<file path="src/rtl/fsm_q3c_seq_driver.sv">
// Sequence driver for the 2014_q3c FSM: keeps a shadow of its state and emits
// the shortest serial x path to a requested target. Optional z cross-check: FSM_Q3C_ZCHECK_EN.
module fsm_q3c_seq_driver #(
  parameter int MAX_STEPS = 4
) (
  input  logic       clk,
  input  logic       reset,
  input  logic       req_valid,
  input  logic [2:0] req_target,
  output logic       req_ready,
  output logic       x,
  output logic       x_valid,
  input  logic       x_ready,
  output logic       resp_valid,
  output logic       resp_err,
  output logic [2:0] resp_steps,
  output logic [2:0] shadow_state,
  output logic       z_exp
`ifdef FSM_Q3C_ZCHECK_EN
  ,
  input  logic       z_obs,
  output logic       z_mismatch
`endif
);

  localparam logic [2:0] MAX_CNT = 3'(MAX_STEPS);

  typedef enum logic [1:0] {
    ST_IDLE,
    ST_DRIVE,
    ST_RESP
  } ctrl_e;

  function automatic logic [2:0] next_state(input logic [2:0] s, input logic b);
    logic [2:0] n;
    case (s)
      3'b000:  n = b ? 3'b001 : 3'b000;
      3'b001:  n = b ? 3'b100 : 3'b001;
      3'b010:  n = b ? 3'b001 : 3'b010;
      3'b011:  n = b ? 3'b010 : 3'b001;
      3'b100:  n = b ? 3'b100 : 3'b011;
      default: n = s;
    endcase
    return n;
  endfunction

  // First bit of the shortest path from s to t.
  function automatic logic hop(input logic [2:0] s, input logic [2:0] t);
    logic b;
    b = 1'b1;
    if (s == 3'b100) b = 1'b0;
    else if (s == 3'b011 && (t == 3'b001 || t == 3'b100)) b = 1'b0;
    return b;
  endfunction

  ctrl_e      ctrl_q, ctrl_d;
  logic [2:0] shadow_q, shadow_d;
  logic [2:0] step_cnt_q, step_cnt_d;
  logic [2:0] target_q, target_d;
  logic       x_q, x_d;
  logic       err_q, err_d;
  logic [2:0] shadow_nx;
  logic       accept_req;
  logic       zerr;

  assign accept_req = (ctrl_q == ST_IDLE) && req_valid;
  assign shadow_nx  = next_state(shadow_q, x_q);

  always_comb begin
    ctrl_d     = ctrl_q;
    shadow_d   = shadow_q;
    step_cnt_d = step_cnt_q;
    target_d   = target_q;
    x_d        = x_q;
    err_d      = err_q;
    case (ctrl_q)
      ST_IDLE: begin
        if (req_valid) begin
          step_cnt_d = 3'd0;
          target_d   = req_target;
          err_d      = 1'b0;
          // 000 has no incoming edges, so it is only reachable trivially
          if (req_target > 3'b100 || (req_target == 3'b000 && shadow_q != 3'b000)) begin
            err_d  = 1'b1;
            ctrl_d = ST_RESP;
          end else if (req_target == shadow_q) begin
            ctrl_d = ST_RESP;
          end else begin
            ctrl_d = ST_DRIVE;
            x_d    = hop(shadow_q, req_target);
          end
        end
      end
      ST_DRIVE: begin
        if (x_ready) begin
          shadow_d   = shadow_nx;
          step_cnt_d = step_cnt_q + 3'd1;
          if (shadow_nx == target_q) begin
            ctrl_d = ST_RESP;
            x_d    = 1'b0;
          end else if (step_cnt_q + 3'd1 == MAX_CNT) begin
            err_d  = 1'b1;
            ctrl_d = ST_RESP;
            x_d    = 1'b0;
          end else begin
            x_d = hop(shadow_nx, target_q);
          end
        end
      end
      ST_RESP: ctrl_d = ST_IDLE;
      default: ctrl_d = ST_IDLE;
    endcase
  end

  always_ff @(posedge clk) begin
    if (reset) begin
      ctrl_q     <= ST_IDLE;
      shadow_q   <= 3'b000;
      step_cnt_q <= 3'd0;
      target_q   <= 3'b000;
      x_q        <= 1'b0;
      err_q      <= 1'b0;
    end else begin
      ctrl_q     <= ctrl_d;
      shadow_q   <= shadow_d;
      step_cnt_q <= step_cnt_d;
      target_q   <= target_d;
      x_q        <= x_d;
      err_q      <= err_d;
    end
  end

`ifdef FSM_Q3C_ZCHECK_EN
  logic beat_q, beat_d;
  logic zmis_q, zmis_d;
  logic req_mis_q, req_mis_d;
  logic mis_now;

  // z_obs reflects the beat accepted on the previous edge
  assign mis_now = beat_q && (z_obs != z_exp);

  always_comb begin
    beat_d    = (ctrl_q == ST_DRIVE) && x_ready;
    zmis_d    = zmis_q | mis_now;
    req_mis_d = req_mis_q;
    if (accept_req) req_mis_d = 1'b0;
    else if (mis_now) req_mis_d = 1'b1;
  end

  always_ff @(posedge clk) begin
    if (reset) begin
      beat_q    <= 1'b0;
      zmis_q    <= 1'b0;
      req_mis_q <= 1'b0;
    end else begin
      beat_q    <= beat_d;
      zmis_q    <= zmis_d;
      req_mis_q <= req_mis_d;
    end
  end

  assign zerr       = req_mis_q | mis_now;
  assign z_mismatch = zmis_q;
`else
  assign zerr = 1'b0;
`endif

  assign req_ready    = (ctrl_q == ST_IDLE);
  assign x_valid      = (ctrl_q == ST_DRIVE);
  assign x            = x_q;
  assign resp_valid   = (ctrl_q == ST_RESP);
  assign resp_err     = resp_valid & (err_q | zerr);
  assign resp_steps   = resp_valid ? step_cnt_q : 3'd0;
  assign shadow_state = shadow_q;
  assign z_exp        = (shadow_q == 3'b011) || (shadow_q == 3'b100);

endmodule

</file>
<file path="config.mk">
export PLATFORM = sky130hd
export DESIGN_NAME = fsm_q3c_seq_driver
export DESIGN_NICKNAME = d
export VERILOG_FILES = /design/src/rtl/fsm_q3c_seq_driver.sv
export SDC_FILE = /design/constraint.sdc
export NUM_CORES = 1
export LEC_CHECK = 0
export BUFFER_PORTS_ARGS = -buffer_cell sky130_fd_sc_hd__buf_2
export CELL_PAD_IN_SITES_DETAIL_PLACEMENT = 0
export CELL_PAD_IN_SITES_GLOBAL_PLACEMENT = 1
export CORE_MARGIN = 5
export CORE_UTILIZATION = 37
export CTS_BUF_LIST = sky130_fd_sc_hd__clkbuf_4 sky130_fd_sc_hd__clkbuf_8
export DETAILED_ROUTE_END_ITERATION = 8
export PLACE_DENSITY = 0.87
export SYNTH_ARGS = -nofsm -noshare
export SYNTH_HDL_FRONTEND = slang
export SYNTH_SLANG_ARGS = --single-unit
</file>
<file path="constraint.sdc">
create_clock -name clk -period 1.8 [get_ports clk]
set_input_delay 0.18 -clock clk [delete_from_list [all_inputs] [get_ports clk]]
set_output_delay 0.18 -clock clk [all_outputs]
set_load 0.1 [all_outputs]
</file>
==> impl_metrics.toml <==
[finish]
layout-drive-gt1-share_pct = 37.6
fin_area_sq_um = 1210
fillCellCount = 257
final-seq-area_sq_um = 280
num_antenna_cells = 0
nNetsFinal = 151
multi_input_area_sq_um = 669
area_growth_pct = 26.3

[yosys]
yosys_warnings = 0
yosysSeqAreaShare_pct = 27.2
synth_edf_count = 0
synth-seq-cells = 13
synthCells = 122
postSynthAreaPerCell_sq_um = 7.84
synth_ff_type = "dfxtp_1"
async_flop_share_pct = 0
synthDistinctLibCells = 41
syn_nets = 131
syn_area_sq_um = 956

[place]
hpwl_um = 1700
post-place-ws_ns = -0.00926
postPlaceCellArea_sq_um = 1130
io_buffer_count = 18
gp_congestion = 0.785

[sta]
fin_crit_sh_pct = 97.3
setup_viol_count_final = 0
min_period_ns = 1.75
slew_violations = 0
hold_violations = 0
worst_slew_pin_slew_ns = 0.494
finClkSkew_ns = 0.00387
setup_slack_ns = 0.0479
relSlewSlack_pct = 67.3
hold_ws_ns = 0.198
fmax_mhz = 571
rsz0062_at_grt = "true"

[critical_path]
max_stage_delay_ns = 0.51
worstReg2RegStart = "shadow_state[1]"
cp.required_ns = 1.96
critical-path-top-delay-family = "compound AO/OA/AOI/OAI gates"
crit_cells = 6
r2r_slack_ns = 0.05
worst-path-buf-inv = 0
critPathLaunchType = "register"
worst_setup_path_end_kind = "register"
slowest_stage = "or4bb_1"
reg2reg_to = "err_q"
critPathKind = "register to register"
startpoint = "shadow_state[1]"
reg2reg_depth = 6
crit_end = "err_q"
cp_cell_sequence = "or4bb_1 -> a31oi_1 -> o21a_1 -> o31ai_2 -> a211oi_1 -> nor3_1"
cp_data_arrival_time_ns = 1.92
path_max_fanout = 15

[pwr]
p_leak_nw = 0.484
peakVddDrop_mv = 0.712
power_per_cell_area_nw_per_um2 = 837

[clock_network]
clock_latency_ns = 0.28
clkSlewWorstSetupHoldPaths_ns = 0.09
numCtsBuffers = 3
cts_root_buffer = "clkbuf_4"
clock-sinks = 13
cts_max_level = 1
cts_max_path_buffers = 2
cts_tree = "built"

[floorplan]
die_area_sq_um = 3700
dieHeight_um = 60.8
coreArea_sq_um = 2480
die_w_um = 60.8
initial_core_util_pct = 38.6
ios = 19
placementRows = 18

[routing]
postRouteAntennaNets = 0
wl_per_cell_um = 14.1
wl_um = 2420
drt_pass1_iterations = 4
drtIter0Drc = 20
num_vias = 969
via_per_inst = 5.67
drcViolationCount = 0

[grt]
grt_pass1_wl_um = 3990
grt_start_max_net_pins = 19
antenna_found_initial = 0
grt_overflow = 0
grt_pass1_vias = 924
grt_usage_pct = 14.1

[min_path]
min_path_type = "primary input to register"

[outcome]
status = "finished clean"

[flow_run]
drv_cap = 0
## area by class of cell
| type | instances | share of cell area (%) |
|---|---|---|
| Tap cell | 30 | 3.11 |
| Clock buffer | 4 | 2.49 |
| Timing Repair Buffer | 25 | 13.9 |
| Inverter | 5 | 1.87 |
| Multi-Input combinational cell | 94 | 55.4 |
| Sequential cell | 13 | 23.2 |
## state kept, by name (all words and copies together) (netlist names)
name          cells
err_q             1
ctrl_q            2
step_cnt_q        3
x                 1
shadow_state      3
target_q          3
## per-stage QoR
step	utilization (%)	total power, mW	std cells	TNS (ns)
2_1_floorplan	-	0.732	122	-0.197
3_3_place_gp	45.6	0.792	164	0
3_5_place_dp	45.6	0.797	164	-0.00926
4_1_cts	46.8	1.01	168	0
5_1_grt	48.7	1.08	171	-0.0294
6_report	48.7	1.01	171	0
## worst min-delay path, cell delays in order
cell and delay, ns:
buf_2 0.09, nor3_1 0.04, nor3_1 0.12
## layout by cell type, fill, tap and decap left out, types with 5 or more instances in the layout
| cell type | n |
|---|---|
| nor3_1 | 9 |
| clkbuf_4 | 8 |
| buf_2 | 13 |
| buf_4 | 7 |
| o21ai_0 | 6 |
| a21oi_1 | 8 |
| dfxtp_4 | 5 |
| nor2_1 | 11 |
| dfxtp_1 | 7 |
## Yosys cell counts, types with 3 or more instances
cell type / number / area (sq um)
dfxtp_1: 13 / 260
mux2i_1: 4 / 40.0
o21ai_0: 7 / 35.0
a31oi_1: 3 / 18.8
a21oi_1: 9 / 45.0
nand2_1: 5 / 18.8
a211oi_1: 3 / 22.5
xnor2_1: 4 / 35.0
and2_1: 6 / 37.5
nor2_1: 12 / 45.0
nor3_1: 9 / 45.0
nor2b_1: 3 / 18.8
inv_1: 4 / 15.0
clkbuf_1: 4 / 15.0
## kinds of logic (layout without fill, tap and decap cells)
family / Yosys count / in the layout / share of synthesized area [%]
multiplexers: 4 / 4 / 4.19
flip-flops: 13 / 13 / 27.2
AO/OA/AOI/OAI: 34 / 34 / 23.7
AND/OR/NAND/NOR: 48 / 48 / 28.3
XOR/XNOR: 6 / 6 / 5.50
adder cells (fa/ha/maj): 2 / 2 / 2.62
buffers and inverters: 15 / 34 / 8.51
## per-layer routing
metal | track usage, % | vias to the layer above | part of all wire [%]
li1 | - | 480 | -
met1 | 17.6 | 454 | 44
met2 | 23.1 | 28 | 49
met3 | 2.98 | 7 | 5.2
met4 | 7.12 | 0 | 2.0
met5 | 0 | - | 0
## worst min path at each step
stage	startpoint	to	slack, ns	depth (start not counted)
final	req_valid	ctrl_q[0]	0.20	3
after global routing	reset	step_cnt_q[2]	0.24	2
after CTS	req_valid	ctrl_q[0]	0.20	3
after detailed placement	step_cnt_q[1]	step_cnt_q[1]	0.47	2
after global placement	step_cnt_q[1]	step_cnt_q[1]	0.46	2
after floorplan	reset	x	0.25	1
## what timing repair did
action / 4_1_cts / 5_1_grt
gates resized for setup: 1 / 8
endpoints found under the setup margin: 2 / 8
setup buffers: 0 / 3
hold buffers: 0 / 0
## power breakdown
| part | internal, mW | switching, mW |
|---|---|---|
| Clock | 0.101 | 0.104 |
| Sequential | 0.314 | 0.0565 |
| Combinational | 0.135 | 0.300 |
| Total | 0.550 | 0.461 |
No activity file was read; power rests on OpenSTA's default activity.
